### src/rtl/wb_commit_stage.sv
// wb_commit_stage: DEPTH-entry in-order commit buffer that retires one instruction per cycle
// Retire writes the GPR file, drives the CSR request port, and resolves exceptions/ERTN/interrupts.
// Optional build macro WB_PERF_CNT_EN adds retired_cnt/ex_cnt performance counter outputs.
module wb_commit_stage #(
  parameter int DATA_W  = 32,
  parameter int REG_AW  = 5,
  parameter int DEPTH   = 2,
  parameter int ECODE_W = 6,
  parameter int ESUB_W  = 9
) (
  input  logic                     clk,
  input  logic                     reset,
  input  logic                     ms_to_ws_valid,
  output logic                     ws_allowin,
  input  logic [31:0]              ms_pc,
  input  logic [DATA_W-1:0]        ms_result,
  input  logic [31:0]              ms_vaddr,
  input  logic                     ms_gr_we,
  input  logic [REG_AW-1:0]        ms_dest,
  input  logic                     ms_ex,
  input  logic [ECODE_W-1:0]       ms_ecode,
  input  logic [ESUB_W-1:0]        ms_esubcode,
  input  logic                     ms_ertn,
  input  logic                     ms_csr_re,
  input  logic                     ms_csr_we,
  input  logic [13:0]              ms_csr_num,
  input  logic [DATA_W-1:0]        ms_csr_wmask,
  input  logic [DATA_W-1:0]        ms_csr_wvalue,
  input  logic                     commit_hold,
  input  logic                     has_int,
  output logic [13:0]              csr_num,
  input  logic [DATA_W-1:0]        csr_rvalue,
  output logic                     csr_we,
  output logic [DATA_W-1:0]        csr_wmask,
  output logic [DATA_W-1:0]        csr_wvalue,
  output logic                     wb_ex,
  output logic [ECODE_W-1:0]       wb_ecode,
  output logic [ESUB_W-1:0]        wb_esubcode,
  output logic [31:0]              wb_pc,
  output logic [31:0]              wb_vaddr,
  output logic                     ertn_flush,
  output logic                     flush,
  output logic                     rf_we,
  output logic [REG_AW-1:0]        rf_waddr,
  output logic [DATA_W-1:0]        rf_wdata,
  output logic [$clog2(DEPTH):0]   buf_count
`ifdef WB_PERF_CNT_EN
  ,
  output logic [63:0]              retired_cnt,
  output logic [31:0]              ex_cnt
`endif
);
  localparam int PW = (DEPTH > 1) ? $clog2(DEPTH) : 1;
  localparam int CW = $clog2(DEPTH) + 1;

  typedef struct packed {
    logic [31:0]         pc;
    logic [DATA_W-1:0]   result;
    logic [31:0]         vaddr;
    logic                gr_we;
    logic [REG_AW-1:0]   dest;
    logic                ex;
    logic [ECODE_W-1:0]  ecode;
    logic [ESUB_W-1:0]   esub;
    logic                ertn;
    logic                csr_re;
    logic                csr_we;
    logic [13:0]         csr_num;
    logic [DATA_W-1:0]   csr_wmask;
    logic [DATA_W-1:0]   csr_wvalue;
  } entry_t;

  entry_t          r_buf [DEPTH];
  logic [PW-1:0]   r_head;
  logic [PW-1:0]   r_tail;
  logic [CW-1:0]   r_count;
  entry_t          w_in;
  entry_t          w_head;
  logic            w_fire;
  logic            w_enq;
  logic            w_int;
  logic            w_exc;
  logic            w_ertn;

  function automatic logic [PW-1:0] ptr_inc(input logic [PW-1:0] p);
    return (p == PW'(DEPTH - 1)) ? '0 : p + 1'b1;
  endfunction

  // pack the upstream fields into one buffer entry
  always_comb begin
    w_in = '{pc: ms_pc, result: ms_result, vaddr: ms_vaddr, gr_we: ms_gr_we,
             dest: ms_dest, ex: ms_ex, ecode: ms_ecode, esub: ms_esubcode,
             ertn: ms_ertn, csr_re: ms_csr_re, csr_we: ms_csr_we,
             csr_num: ms_csr_num, csr_wmask: ms_csr_wmask,
             csr_wvalue: ms_csr_wvalue};
  end

  // head classification; reset gates fire so nothing retires in a reset cycle
  always_comb begin
    w_head     = r_buf[r_head];
    w_fire     = (r_count != '0) & ~commit_hold & ~reset;
    w_int      = has_int & ~w_head.ex;
    w_exc      = w_head.ex | w_int;
    w_ertn     = w_head.ertn & ~w_exc;
    ws_allowin = (r_count < CW'(DEPTH)) | w_fire;
    w_enq      = ms_to_ws_valid & ws_allowin & ~flush;
  end

  // retire-side strobes and head-sourced data outputs
  always_comb begin
    wb_ex       = w_fire & w_exc;
    ertn_flush  = w_fire & w_ertn;
    flush       = wb_ex | ertn_flush;
    csr_we      = w_fire & w_head.csr_we & ~w_exc;
    rf_we       = w_fire & w_head.gr_we & ~w_exc;
    csr_num     = w_head.csr_num;
    csr_wmask   = w_head.csr_wmask;
    csr_wvalue  = w_head.csr_wvalue;
    wb_ecode    = w_int ? '0 : w_head.ecode;
    wb_esubcode = w_int ? '0 : w_head.esub;
    wb_pc       = w_head.pc;
    wb_vaddr    = w_head.vaddr;
    rf_waddr    = w_head.dest;
    rf_wdata    = w_head.csr_re ? csr_rvalue : w_head.result;
    buf_count   = r_count;
  end

  // entry payload storage; contents are don't-care until written
  always_ff @(posedge clk) begin
    if (w_enq) r_buf[r_tail] <= w_in;
  end

  // pointers and occupancy; a flush empties the buffer and rewinds both pointers
  always_ff @(posedge clk) begin
    if (reset || flush) begin
      r_head  <= '0;
      r_tail  <= '0;
      r_count <= '0;
    end else begin
      if (w_enq) r_tail <= ptr_inc(r_tail);
      if (w_fire) r_head <= ptr_inc(r_head);
      r_count <= r_count + CW'(w_enq) - CW'(w_fire);
    end
  end

`ifdef WB_PERF_CNT_EN
  logic [63:0] r_retired_cnt;
  logic [31:0] r_ex_cnt;

  // count clean retires (ERTN included) and exception retires
  always_ff @(posedge clk) begin
    if (reset) begin
      r_retired_cnt <= '0;
      r_ex_cnt      <= '0;
    end else begin
      if (w_fire && !w_exc) r_retired_cnt <= r_retired_cnt + 64'd1;
      if (wb_ex) r_ex_cnt <= r_ex_cnt + 32'd1;
    end
  end

  assign retired_cnt = r_retired_cnt;
  assign ex_cnt      = r_ex_cnt;
`endif
endmodule

### config.mk
export PLATFORM = sky130hd
export DESIGN_NAME = wb_commit_stage
export DESIGN_NICKNAME = d
export VERILOG_FILES = /design/src/rtl/wb_commit_stage.sv
export SDC_FILE = /design/constraint.sdc
export NUM_CORES = 1
export LEC_CHECK = 0
export ABC_CLOCK_PERIOD_IN_PS = 23200
export BUFFER_PORTS_ARGS = -buffer_cell sky130_fd_sc_hd__buf_2
export CAP_MARGIN = 30
export CORE_AREA = 5 5 195 197
export CTS_CLUSTER_SIZE = 8
export DETAILED_ROUTE_END_ITERATION = 16
export DIE_AREA = 0 0 200 202
export PLACE_DENSITY = 0.65
export RECOVER_POWER = 25
export SYNTH_ARGS = -nofsm -noshare
export SYNTH_HDL_FRONTEND = slang
export SYNTH_SLANG_ARGS = --single-unit
export TNS_END_PERCENT = 100
### constraint.sdc
create_clock -name clk -period 23.2 [get_ports clk]
set_input_delay 4.64 -clock clk [delete_from_list [all_inputs] [get_ports clk]]
set_output_delay 4.64 -clock clk [all_outputs]
set_load 0.01 [all_outputs]
After elaboration in Yosys (flattened, before gate mapping)

Memory sizes are Yosys's and may differ from the RTL's. A register that Yosys moved wholly into a read port is not among the register bits.
Cells that the tools add are included.

Register bits: 4
Bits in writable memories: 398
Bits of input ports: 236
Logic and storage cells: 40
Memories kept: 1

$add $sub $neg: 4
Magnitude comparators: 1
Muxes and demuxes: 9
Bitwise gates (word level): 20
Reductions and logical operators: 2

Memories:

| name  | words | bits a word | read ports | clocked after Yosys merged registers in | wr ports | line | text |
|---|---|---|---|---|---|---|---|
| r_buf | 2     | 199         | 1          | 1                                       | 1        | 73   | `entry_t r_buf [DEPTH];` |

Operators with widths:

| kind                                      | number |
|---|---|
| two-way mux 32 bit                        | 1 |
| AND 1 bit                                 | 12 |
| two-way mux 9 bit                         | 1 |
| two-way mux 1 bit                         | 6 |
| two-way mux 6 bit                         | 1 |
| NOT 1 bit                                 | 5 |
| OR 1 bit                                  | 3 |
| adder 1 bit, second input constant        | 2 |
| adder 2 x 1 -> 2 bit                      | 1 |
| < comparator 2 bit, second input constant | 1 |
| nonzero test 2 bit                        | 1 |
| subtractor 2 x 1 -> 2 bit                 | 1 |
| logical OR 1 bit                          | 1 |

Depth between registers and ports, before layout

Depth after elaboration: 11
Depth in mapped cells: 10
Gate-level depth less buffers: 10

Least setup slack after synthesis

Ideal clock, no wire load.

Kind: input -> register
Start: input port commit_hold
End: memory r_buf[1][0] (netlist name) (enable)
Setup time: 1.043 ns
Data arrival time: 19.607 ns
Data required time: 22.157 ns
Slack: 2.551 ns
Stages: 3
Buffers on the path: 0
Cell sequence: o21ai_0 > nand2_1 > nor3b_1

Longest elaborated chain between the ends: 9
Elaborated cells on any way between the ends: 12
Those cells by class: mux: 2; bitwise: 10

RTL lines:

| element                                     | line     | text |
|---|---|---|
| start: declaration                          | 29       | `input logic commit_hold,` |
| NOT 1 bit (*)                               | 101      | `w_fire = (r_count != '0) & ~commit_hold & ~reset;` |
| AND 1 bit (*) (2 in a row)                  | 101      |  |
| AND 1 bit, on equally long branches         | 111, 112 |  |
| OR 1 bit                                    | 113      | `flush = wb_ex \| ertn_flush;` |
| NOT 1 bit                                   | 106      | `w_enq = ms_to_ws_valid & ws_allowin & ~flush;` |
| AND 1 bit (*)                               | 106      |  |
| two-way mux 1 bit (*)                       | 130      | `if (w_enq) r_buf[r_tail] <= w_in;` |
| two-way mux 1 bit (implied by the code) (*) | 130      |  |
| end: declaration                            | 73       |  |

Mark *: on every way between the ends. The rest lies on a longest branch, timed or not.

Worst setup path after layout

Start: input port reset
End: output port flush

Longest elaborated chain between the ends: 4
Elaborated cells on any way between the ends: 5
Those cells by class: bitwise: 5

RTL lines:

| element                             | line     | text |
|---|---|---|
| start: declaration                  | 12       | `input logic reset,` |
| NOT 1 bit (*)                       | 101      |  |
| AND 1 bit (*)                       | 101      |  |
| AND 1 bit, on equally long branches | 111, 112 |  |
| OR 1 bit (*)                        | 113      |  |
| end: declaration                    | 42       | `output logic flush,` |

Marks and branches as above.

==> reports/metrics.csv <==
metric,value,unit
status,finished clean,
path_cells,buf_2 > nor2_1 > o21ai_0 > nor3_2 > buf_2,
synth_flop_cell,edfxtp_1,
grt_usage,0.157,
critPathMaxStageDelay,0.48,ns
hold_buffers,0,
grt_first_pass_wirelength,48400,um
cts_sinks,403,
crit_type,input pin to output port,
cts_buffers,56,
crit_family,simple AND/OR/NAND/NOR gates,
drv_cap,0,
dr.first_iter.drc_count,439,
vias,8235,
synthSimpleGateAreaFrac,0.0208,
ios,438,
die_h,202,um
start_kind,input pin,
critPathMostFrequentCell,buf_2,
synth_area_leaders,"edfxtp_1, mux2_2, mux2i_1",
worstMarginPinSlew,0.930,ns
leakagePower,0.00706,uW
grt_pass1_vias,8663,
dieArea,0.0404,mm2
fin_cells,1709,
viasPerCell,4.82,
setup-tns-final,0,ns
clockBufferDepth,3,
final_max_slew_viol_count,0,
postCtsSetupBuffers,0,
drc,0,
io_buffers,437,
synth.most_common_cell,edfxtp_1,
relSlewSlack,0.380,
clock.fmax,96.1,MHz
avgSynthCellArea,20.1,um2
grt_max_degree,72,
synthXorXnorAreaFrac,0.00176,
required,18.56,ns
synth_top_family_by_area,multiplexers,
synth_top_area_frac,0.799,
drtAntennaViolNets,0,
drive_gt1_frac,0.513,
power.density,106,mW/mm2
synthAdderAreaFrac,0.00167,
dieWidth,200,um
tritoncts,done,
synth_mux_area_frac,0.146,
synth-edff-count,398,
cts-resized-gates,0,
post-dp-hpwl,22500,um
drt_first_pass_iters,4,
final_area,0.0192,mm2
area_delta_synth_final,28.5,%
postPlaceCellArea,0.0177,mm2
synth_largest_area_cell,edfxtp_1,
syn_area,0.0150,mm2
wl_per_cell,19.3,um
setup_viol,0,
holdWs,0.485,ns
worst-path-max-fanout,7,
finalNetCount,1461,
crit_arrival,5.76,ns
synth_cells,743,
hold_viol_final,0,
htreeDepth,2,
row_count,70,
synth.top_cells.by_count,"edfxtp_1, mux2_2, nor2_1",
place_congestion,0.745,
ys_ff_latch,403,
wirelength,32900,um
cp_slowest_cell,nor3_2,
dp.cells,1632,
end_kind,output port,
root_buffer,clkbuf_16,
skew,0.0166,ns
crit_buf_inv,2,
ys_seq_area_frac,0.806,
min_path_type,register to register,
ys_warn_count,0,
start_util,0.414,
fin_crit_sh,0.448,
core-area,0.0361,mm2
clk_latency,0.57,ns
ys_async_sr_fraction,0,
overflow,0,
path_clk_slew,0.05,ns
post-route-min-period,10.40,ns
synth-compound-area-share,0.0120,
rsz0062_at_grt,false,
irDropWorstVdd,0.0000680,V
synth_nets,981,
synth_cell_types,26,
antenna_found_initial,8,
==> final cells by class <==
cell class,count,area (um2)
Inverter,2,7.51
Tap cell,468,586
Multi-Input combinational cell,308,2740
Antenna cell,6,15.0
Sequential cell,403,12100
Clock inverter,3,55.1
Fill cell,2959,16900
Timing Repair Buffer,452,2320
Clock buffer,67,1440
==> sequential cells by signal (all words and copies together), names as in the netlist, named ones only <==
signal	flops
buf_count	2
r_buf	398
r_head	1
r_tail	1
==> metal layers <==
metal  share of wire  vias up  global-route usage
met2            0.51      305               0.267
met1            0.37     4005               0.177
met4           0.030        4              0.0653
met3           0.097       67              0.0578
li1                -     3854                   -
met5         0.00043        -                   0
==> kinds of logic (layout without fill, tap and decap cells) <==
| kind of cell | Yosys count | after routing |
|---|---|---|
| mux | 199 | 199 |
| xor+xnor | 3 | 3 |
| fa+ha+maj | 2 | 2 |
| other cells | 0 | 6 |
| simple gates | 68 | 68 |
| buf+inv | 32 | 524 |
| compound gates | 36 | 36 |
| flops | 403 | 403 |
==> placed cells by master, fill, tap and decap left out, types with 2 or more instances in the layout <==
cell       count
buf_16         3
inv_1          2
o21ai_0        2
edfxtp_1     398
nor3_2         2
xor2_1         2
ha_1           2
mux2_2       147
nor3_1         2
nand2_1        3
clkbuf_16     56
buf_4         12
buf_2        405
mux2i_1       51
a21oi_1       34
diode_2        6
clkbuf_1      43
nor2_1        53
dfxtp_1        4
==> where the power goes <==
group	internal, uW	total, uW	switching [uW]
clock	437	704	266
sequential	961	989	27.4
combinational	133	347	214
==> per-stage QoR <==
stage	worst slack, ns	total power [uW]	utilization
after floorplan	2.55	1260	-
after global placement	12.81	1350	0.490
after detailed placement	12.79	1360	0.491
after CTS	12.78	2070	0.533
after global routing	12.68	2140	0.533
final	12.80	2040	0.533
==> path summary, 6_finish.rpt <==
kind,start,to,slack (ns),depth (start not counted)
worst max-delay path,reset,flush,12.80,5
worst min register to register,r_head,r_head,0.49,2
worst min-delay path,r_head,r_head,0.49,2
worst max register to register,register,r_buf[0][112],20.11,5
==> tightest hold or removal path: cells and delay by family (launching register included) <==
family	cells	cell delay, ns
and+or+nand+nor	1	0.07
DFF	1	0.30
AOI/OAI and AO/OA	1	0.06
No activity file was read; power rests on OpenSTA's default activity.
